File: src/rtl/riscv_pkg.sv
// Shared register-file types: widths, writeback entry and the drain/dump FSM states.
package riscv_pkg;
   localparam int REGISTER_WIDTH   = 64;
   localparam int REGISTERNO_WIDTH = 5;
   localparam int NUM_REGS         = 32;

   typedef struct packed {
      logic [REGISTERNO_WIDTH-1:0] regno;
      logic [REGISTER_WIDTH-1:0]   value;
   } wb_entry_t;

   typedef enum logic [1:0] {
      ST_IDLE,
      ST_DRAIN,
      ST_DUMP,
      ST_DONE
   } dump_state_t;
endpackage

File: src/rtl/wb_fifo.sv
// Small synchronous FIFO of writeback entries; exposes every slot plus a
// per-slot valid bit so the owner can build a pending-register mask.
module wb_fifo
   import riscv_pkg::*;
#(
   parameter int  DEPTH   = 2,
   parameter type entry_t = wb_entry_t
) (
   input  logic                       clk,
   input  logic                       reset,
   input  logic                       push,
   input  entry_t                     push_data,
   input  logic                       pop,
   output entry_t                     head,
   output logic [$clog2(DEPTH):0]     count,
   output entry_t [DEPTH-1:0]         slots,
   output logic [DEPTH-1:0]           slot_valid
);
   localparam int PW = $clog2(DEPTH);

   entry_t          mem [DEPTH];
   logic [PW-1:0]   wr_ptr;
   logic [PW-1:0]   rd_ptr;
   logic [PW-1:0]   off;

   always_ff @(posedge clk) begin
      if (reset) begin
         wr_ptr <= '0;
         rd_ptr <= '0;
         count  <= '0;
      end else begin
         if (push) begin
            mem[wr_ptr] <= push_data;
            wr_ptr      <= wr_ptr + 1'b1;
         end
         if (pop) rd_ptr <= rd_ptr + 1'b1;
         count <= count + (PW+1)'(push) - (PW+1)'(pop);
      end
   end

   assign head = mem[rd_ptr];

   // Slot i is live when its distance from the read pointer is below count.
   always_comb begin
      off        = '0;
      slot_valid = '0;
      for (int i = 0; i < DEPTH; i++) begin
         slots[i]      = mem[i];
         off           = PW'(i) - rd_ptr;
         slot_valid[i] = {1'b0, off} < count;
      end
   end
endmodule

File: src/rtl/regfile_wb_arbiter.sv
// Round-robin writeback scheduler for the single-write-port register file,
// with a drain-then-dump sequencer ahead of the end-of-run register display.
module regfile_wb_arbiter
   import riscv_pkg::*;
#(
   parameter int REGISTER_WIDTH   = riscv_pkg::REGISTER_WIDTH,
   parameter int REGISTERNO_WIDTH = riscv_pkg::REGISTERNO_WIDTH,
   parameter int FIFO_DEPTH       = 2
) (
   input  logic                        clk,
   input  logic                        reset,
   input  logic                        req0_valid,
   output logic                        req0_ready,
   input  logic [REGISTERNO_WIDTH-1:0] req0_regno,
   input  logic [REGISTER_WIDTH-1:0]   req0_value,
   input  logic                        req1_valid,
   output logic                        req1_ready,
   input  logic [REGISTERNO_WIDTH-1:0] req1_regno,
   input  logic [REGISTER_WIDTH-1:0]   req1_value,
   input  logic                        dump_req,
   output logic                        dump_busy,
   output logic [NUM_REGS-1:0]         pending_mask,
   output logic                        rf_wr_enable,
   output logic [REGISTERNO_WIDTH-1:0] rf_rd_regno,
   output logic [REGISTER_WIDTH-1:0]   rf_rd_value,
   output logic                        rf_display_regs
);
   localparam int CW = $clog2(FIFO_DEPTH) + 1;

   typedef struct packed {
      logic [REGISTERNO_WIDTH-1:0] regno;
      logic [REGISTER_WIDTH-1:0]   value;
   } entry_t;

   dump_state_t                  state, state_next;
   entry_t                       head0, head1, gnt_entry;
   entry_t [FIFO_DEPTH-1:0]      slots0, slots1;
   logic   [FIFO_DEPTH-1:0]      sv0, sv1;
   logic   [CW-1:0]              cnt0, cnt1;
   logic                         arb_on, ne0, ne1, grant0, grant1;
   logic                         last_gnt;

   assign req0_ready = (cnt0 < CW'(FIFO_DEPTH)) && (state == ST_IDLE);
   assign req1_ready = (cnt1 < CW'(FIFO_DEPTH)) && (state == ST_IDLE);

   wb_fifo #(.DEPTH(FIFO_DEPTH), .entry_t(entry_t)) u_fifo0 (
      .clk(clk), .reset(reset),
      .push(req0_valid && req0_ready), .push_data({req0_regno, req0_value}),
      .pop(grant0), .head(head0), .count(cnt0), .slots(slots0), .slot_valid(sv0)
   );

   wb_fifo #(.DEPTH(FIFO_DEPTH), .entry_t(entry_t)) u_fifo1 (
      .clk(clk), .reset(reset),
      .push(req1_valid && req1_ready), .push_data({req1_regno, req1_value}),
      .pop(grant1), .head(head1), .count(cnt1), .slots(slots1), .slot_valid(sv1)
   );

   // last_gnt names the source granted last; on contention the other one wins.
   assign arb_on    = (state == ST_IDLE) || (state == ST_DRAIN);
   assign ne0       = (cnt0 != '0);
   assign ne1       = (cnt1 != '0);
   assign grant0    = arb_on && ne0 && (!ne1 || last_gnt);
   assign grant1    = arb_on && ne1 && (!ne0 || !last_gnt);
   assign gnt_entry = grant1 ? head1 : head0;

   always_ff @(posedge clk) begin
      if (reset) begin
         rf_wr_enable <= 1'b0;
         rf_rd_regno  <= '0;
         rf_rd_value  <= '0;
         last_gnt     <= 1'b1;
      end else begin
         rf_wr_enable <= (grant0 || grant1) && (gnt_entry.regno != '0);
         if ((grant0 || grant1) && (gnt_entry.regno != '0)) begin
            rf_rd_regno <= gnt_entry.regno;
            rf_rd_value <= gnt_entry.value;
         end
         if (grant0 || grant1) last_gnt <= grant1;
      end
   end

   always_ff @(posedge clk) begin
      if (reset) state <= ST_IDLE;
      else       state <= state_next;
   end

   always_comb begin
      state_next = state;
      case (state)
         ST_IDLE:  if (dump_req) state_next = ST_DRAIN;
         ST_DRAIN: if (!ne0 && !ne1 && !rf_wr_enable) state_next = ST_DUMP;
         ST_DUMP:  state_next = ST_DONE;
         default:  state_next = ST_DONE;
      endcase
   end

   assign rf_display_regs = (state == ST_DUMP);
   assign dump_busy       = (state != ST_IDLE);

   always_comb begin
      pending_mask = '0;
      for (int i = 0; i < FIFO_DEPTH; i++) begin
         if (sv0[i]) pending_mask[slots0[i].regno] = 1'b1;
         if (sv1[i]) pending_mask[slots1[i].regno] = 1'b1;
      end
      if (rf_wr_enable) pending_mask[rf_rd_regno] = 1'b1;
      pending_mask[0] = 1'b0;
   end
endmodule

File: config.mk
export PLATFORM = sky130hd
export DESIGN_NAME = regfile_wb_arbiter
export DESIGN_NICKNAME = d
export VERILOG_FILES = /design/src/rtl/riscv_pkg.sv /design/src/rtl/wb_fifo.sv /design/src/rtl/regfile_wb_arbiter.sv
export SDC_FILE = /design/constraint.sdc
export NUM_CORES = 1
export LEC_CHECK = 0
export CORE_ASPECT_RATIO = 0.7
export CORE_MARGIN = 2
export CORE_UTILIZATION = 50
export CTS_BUF_LIST = sky130_fd_sc_hd__clkbuf_4
export DETAILED_ROUTE_END_ITERATION = 8
export PLACE_DENSITY = 0.75
export SYNTH_ARGS = -nofsm -noshare
export SYNTH_HDL_FRONTEND = slang
export SYNTH_SLANG_ARGS = --single-unit
File: constraint.sdc
create_clock -name clk -period 10.9 [get_ports clk]
set_input_delay 2.725 -clock clk [delete_from_list [all_inputs] [get_ports clk]]
set_output_delay 2.725 -clock clk [all_outputs]
set_load 0.05 [all_outputs]
After elaboration in Yosys (flattened, before gate mapping)
Memory sizes are Yosys's and may differ from the RTL's. A register that Yosys moved wholly into a read port is not among the register bits.
Index checks and enable logic that the tools add are counted.
- bits in writable memories: 276
- logic and storage cells: 108
- memories: 2
- register bits: 81
- input bits: 143
- memory list (memory ; depth ; bits a word ; read ports ; clocked after Yosys merged registers in ; write ports ; line ; text):
    u_fifo0.mem ; 2 ; 69 ; 3 ; 1 ; 1 ; wb_fifo.sv:21 ; entry_t mem [DEPTH];
    u_fifo1.mem ; 2 ; 69 ; 3 ; 1 ; 1 ; wb_fifo.sv:21 ;
- bitwise gates (word level): 4
- equality and inequality tests: 4
- magnitude comparators: 16
- add/subtract/negate cells: 12
- reductions and logical operators: 30
- mux-type cells: 29
- operators with widths (cell ; count):
    $mux W32 ; 5
    $or A32 B32 Y32 ; 4
    $mux W69 ; 1
    $lt A5 B6 Y1 const B ; 5
    $demux W1 S5 ; 5
    $ge A5 B1 Y1 const B ; 5
    $logic_and A1 B1 Y1 ; 16
    $mux W1 ; 15
    $lt A1 B2 Y1 ; 4
    $reduce_bool A2 Y1 ; 3
    $reduce_bool A5 Y1 ; 1
    $add A1 B1 Y1 const B ; 4
    $add A2 B1 Y2 ; 2
    $logic_not A1 Y1 ; 4
    $logic_or A1 B1 Y1 ; 4
    $lt A2 B2 Y1 const B ; 2
    $mux W2 ; 2
    $pmux W2 S2 ; 1
    $sub A1 B1 Y1 const A ; 4
    $sub A2 B1 Y2 ; 2
    $eq A2 B1 Y1 const B ; 1
    $eq A2 B2 Y1 const B ; 1
    $logic_not A2 Y1 ; 1
    $ne A2 B1 Y1 const B ; 1
    other kinds (2) ; 2

Longest topological paths before layout
An unclocked memory read counts as a cell.
- word-level depth: 14
- depth in mapped cells: 12
- depth with buffers taken out: 9

Modules after synthesis
A second synthesis with hierarchy kept.
- cell total of the unflattened synthesis: 1193
- area total of the unflattened synthesis: 16293.1 um2
- modules (own cells, without submodules) (module ; area an instance (um2) ; cells each ; sequential area each (um2) ; instances):
    wb_fifo ; 5246.3 ; 236 ; 4244.1 ; 2
    regfile_wb_arbiter ; 5800.6 ; 721 ; 1461.4 ; 1

Worst setup path before layout
Ideal clock, no wire load.
- path type: in2reg
- start point: input reset
- end point: memory u_fifo0.mem[1][0] (netlist name) (enable)
- setup time: 595 ps
- setup slack: 2102 ps
- path buffers: 2
- cell stages on the path: 3
- data arrival time: 8203 ps
- path through: clkbuf_1 clkbuf_1 nor3b_1
- cells in the longest elaborated chain, start to end: 2
- RTL lines (item ; line ; text):
    start: declaration ; regfile_wb_arbiter.sv:11 ; input logic reset,
    $mux W1 ; wb_fifo.sv:27 ; if (reset) begin
    $mux W1 (implied by the code) ; wb_fifo.sv:33 ; mem[wr_ptr] <= push_data;
    end: declaration ; wb_fifo.sv:21 ;
Every way passes these cells.

Worst setup path after layout
- start point: register u_fifo1.count[0]
- end point: output pending_mask[16]
- cells in the longest elaborated chain, start to end: 8
- elaborated cells on any way between the ends: 9
- those cells by class: 2 x order compare; 4 x mux; 3 x bitwise
- RTL lines (item ; line ; text):
    start: declaration ; wb_fifo.sv:15 ; output logic [$clog2(DEPTH):0] count,
    start signal: assignment ; wb_fifo.sv:37 ; count <= count + (PW+1)'(push) - (PW+1)'(pop);
    $lt A1 B2 Y1 ; wb_fifo.sv:50 ; slot_valid[i] = {1'b0, off} < count;
    $mux W32 ; regfile_wb_arbiter.sv:104 ; if (sv1[i]) pending_mask[slots1[i].regno] = 1'b1;
    $or A32 B32 Y32 (no source line) ; - ;
    $mux W32 ; regfile_wb_arbiter.sv:103 ; if (sv0[i]) pending_mask[slots0[i].regno] = 1'b1;
    $or A32 B32 Y32 (no source line) ; - ;
    $mux W32 * ; regfile_wb_arbiter.sv:104 ;
    $or A32 B32 Y32 (no source line) ; - ;
    $mux W32 * ; regfile_wb_arbiter.sv:106 ; if (rf_wr_enable) pending_mask[rf_rd_regno] = 1'b1;
    end: declaration ; regfile_wb_arbiter.sv:22 ; output logic [NUM_REGS-1:0] pending_mask,
Mark *: on every way between the ends. The rest lies on a longest branch, timed or not.

==> flow_summary.json <==
{
  "dp_hpwl_mm": 26.7,
  "holdCritPathClass": "reg -> reg",
  "overflow": 0,
  "gp_congestion": 0.932,
  "postSynthCellCount": 1180,
  "numCtsBuffers": 87,
  "row_count": 53,
  "drcViolationCount": 0,
  "ant_nets": 0,
  "io_pins": 249,
  "grt_pass1_wl_mm": 65.6,
  "worstMarginPinSlew_ns": 1.40,
  "avgSynthCellArea_um2": 13.0,
  "syn_area_um2": 15300,
  "fp.dieW_um": 213,
  "drtPass1Iterations": 5,
  "crit_buf_inv": 1,
  "finClkSkew_ns": 0.0361,
  "cp_data_required_time_ns": 8.18,
  "initial_core_util_pct": 50.9,
  "antenna_found_initial": 8,
  "synth_ff_type": "edfxtp_1",
  "max-vdd-ir-drop_v": 0.000169,
  "hold_viol": 0,
  "clock_latency_ns": 0.72,
  "period_share_pct": 59.2,
  "setup_viol": 0,
  "cts_hold_buf": 0,
  "crit_fanout": 7,
  "synthMuxAreaShare_pct": 8.96,
  "synth_compound_area_share_pct": 11.1,
  "synthSimpleGateAreaFrac_pct": 10.7,
  "synth_most_common_cell": "edfxtp_1",
  "cpPeakStageDelay_ns": 1.13,
  "cpMaxStageDelayCell": "a211oi_1",
  "setup_tns_ns": 0,
  "post-cts-setup-buffers": 0,
  "wire_per_inst_um": 22.8,
  "cts_tree": "done",
  "finalMaxSlewViolations": 0,
  "maxCapViolations": 0,
  "path_cells": "nand2b_1, a211oi_1, a22oi_1, o211ai_1, clkdlybuf4s50_1",
  "drive_gt1_share_pct": 15.9,
  "portBuffers": 247,
  "synth_xor_area_share_pct": 0.458,
  "wirelength_mm": 44.0,
  "finalPower_uw": 5110,
  "grt_max_degree": 74,
  "grt_usage_pct": 27.6,
  "path_delay_family": "compound AO/OA/AOI/OAI gates",
  "relSlewSlack_pct": 5.89,
  "ys_warn_count": 0,
  "post-synth-top-area-cell": "edfxtp_1",
  "htreeDepth": 3,
  "synth_top_area_share_pct": 54.2,
  "syn-num-nets": 1327,
  "yosysSeqAreaShare_pct": 65.0,
  "path_class": "reg -> out",
  "core_area_um2": 30000,
  "synthDistinctLibCells": 54,
  "yosys-top-cells-area": "edfxtp_1 (54%), dfxtp_1 (11%), mux2i_1 (9.0%), nand2_1 (4.0%), nand4_1 (2.7%)",
  "chipHeight_um": 150,
  "cts.clk_slew.worst_paths_ns": 0.06,
  "end_kind": "primary output",
  "cts.repair.resized": 0,
  "status": "finished clean",
  "ys_seq_elements": 359,
  "synth_top_cells_by_count": "edfxtp_1 (276), nand2_1 (163), mux2i_1 (137)",
  "vias_per_cell": 5.82,
  "p_leak_uw": 0.00644,
  "die-area_um2": 32000,
  "synth_top_family_by_area": "compound AO/OA/AOI/OAI gates",
  "power_density_nw_per_um2": 267,
  "worstPathArrival_ns": 3.73,
  "grt_pass1_vias": 11100,
  "rsz0062_at_grt": "no",
  "vias": 11200,
  "crit_path_start_kind": "flop",
  "drt-initial-drc-count": 1025,
  "cts_buffer_depth": 3,
  "yosys.area_share.adder_pct": 0.327,
  "min_period_ns": 6.45,
  "synth_edf_count": 276,
  "syn2layout_area_growth_pct": 25.0,
  "clock_sinks": 359,
  "layout.nets": 1589,
  "synth-async-reset-ratio_pct": 0,
  "cts-root-buf": "clkbuf_4",
  "fmax_mhz": 155
}
[flip-flops by register name, indices dropped and copies added, names as in the netlist, named ones only]
signal / flops
last_gnt: 1
rf_rd_regno: 5
rf_rd_value: 64
rf_wr_enable: 1
state: 2
u_fifo0.count: 2
u_fifo0.mem: 138
u_fifo0.rd_ptr: 1
u_fifo0.wr_ptr: 1
u_fifo1.count: 2
u_fifo1.mem: 138
u_fifo1.rd_ptr: 1
u_fifo1.wr_ptr: 1
[metrics by stage]
step	cell area (um2)	hold WS (ns)	utilization, %	setup slack (ns)	cells
2_1_floorplan	15300	0.482	-	2.10	1180
3_3_place_gp	18000	0.452	59.9	5.33	1765
3_5_place_dp	18000	0.457	59.9	5.27	1765
4_1_cts	19100	0.466	63.7	4.47	1923
5_1_grt	19100	0.479	63.7	4.25	1925
6_report	19100	0.463	63.7	4.45	1928
[power breakdown]
part | switching (uW) | internal [uW] | leakage (uW)
combinational | 1390 | 688 | 0.00255
clock | 528 | 594 | 0.000688
sequential | 193 | 1720 | 0.00320
[cell type report]
cell class,instances,area (um2)
fillers,2304,10900
flip-flops and latches,359,9960
multi-input cells,717,4870
repair buffers,265,2610
clock buffers,137,1030
well taps,412,515
clock inverters,21,109
inverters,12,45.0
diodes,5,12.5
[cells by family (layout without fill, tap and decap cells)]
family,after synthesis,after routing
flip-flops,359,359
multiplexers,137,137
AND/OR/NAND/NOR,334,334
other,1,6
AO/OA/AOI/OAI,233,233
XOR/XNOR,8,8
adder cells (fa/ha/maj),4,4
buffers and inverters,104,435
[final timing paths]
| path | startpoint | end | slack, ns | cells after the start |
|---|---|---|---|---|
| max | u_fifo1.count[0] | pending_mask[16] | 4.45 | 5 |
| min | rf_rd_value[30] | rf_rd_value[30] | 0.46 | 2 |
| max reg2reg | state[1] | rf_rd_regno[1] | 7.52 | 6 |
| min reg2reg | rf_rd_value[30] | rf_rd_value[30] | 0.46 | 2 |
[routing by layer]
metal	wire, um	vias to the layer above	track usage (%)
met1	19400	5495	39.4
li1	-	5090	-
met4	711	0	8.85
met5	0	-	0
met3	4420	64	8.30
met2	19400	567	40.3
[cells in the final DEF (no fill, tap or decap), drive strengths merged, types with 6 or more instances in the layout]
| master | synthesis | layout |
|---|---|---|
| nand3 | 9 | 9 |
| edfxtp | 276 | 276 |
| buf | 36 | 19 |
| a32oi | 14 | 14 |
| clkdlybuf4s50 | 0 | 246 |
| nor2 | 32 | 32 |
| o211ai | 23 | 23 |
| nand2 | 163 | 163 |
| a21oi | 70 | 70 |
| clkbuf | 56 | 137 |
| clkinv | 0 | 18 |
| mux2i | 137 | 137 |
| and3 | 6 | 6 |
| a22oi | 31 | 31 |
| o21ai | 67 | 67 |
| nor3b | 14 | 14 |
| inv | 12 | 14 |
| dfxtp | 83 | 83 |
| nand4 | 67 | 67 |
| nand3b | 10 | 10 |
| nor3 | 12 | 12 |
| and3b | 7 | 7 |
| a32o | 6 | 6 |
[worst register-to-register path, delay by kind of cell, from the launching register on]
kind	cells	cell delay, ns
flip-flops	1	0.49
buffers and inverters	1	0.68
AND/OR/NAND/NOR	1	0.87
AO/OA/AOI/OAI	4	1.21
No activity file was read; power rests on OpenSTA's default activity.
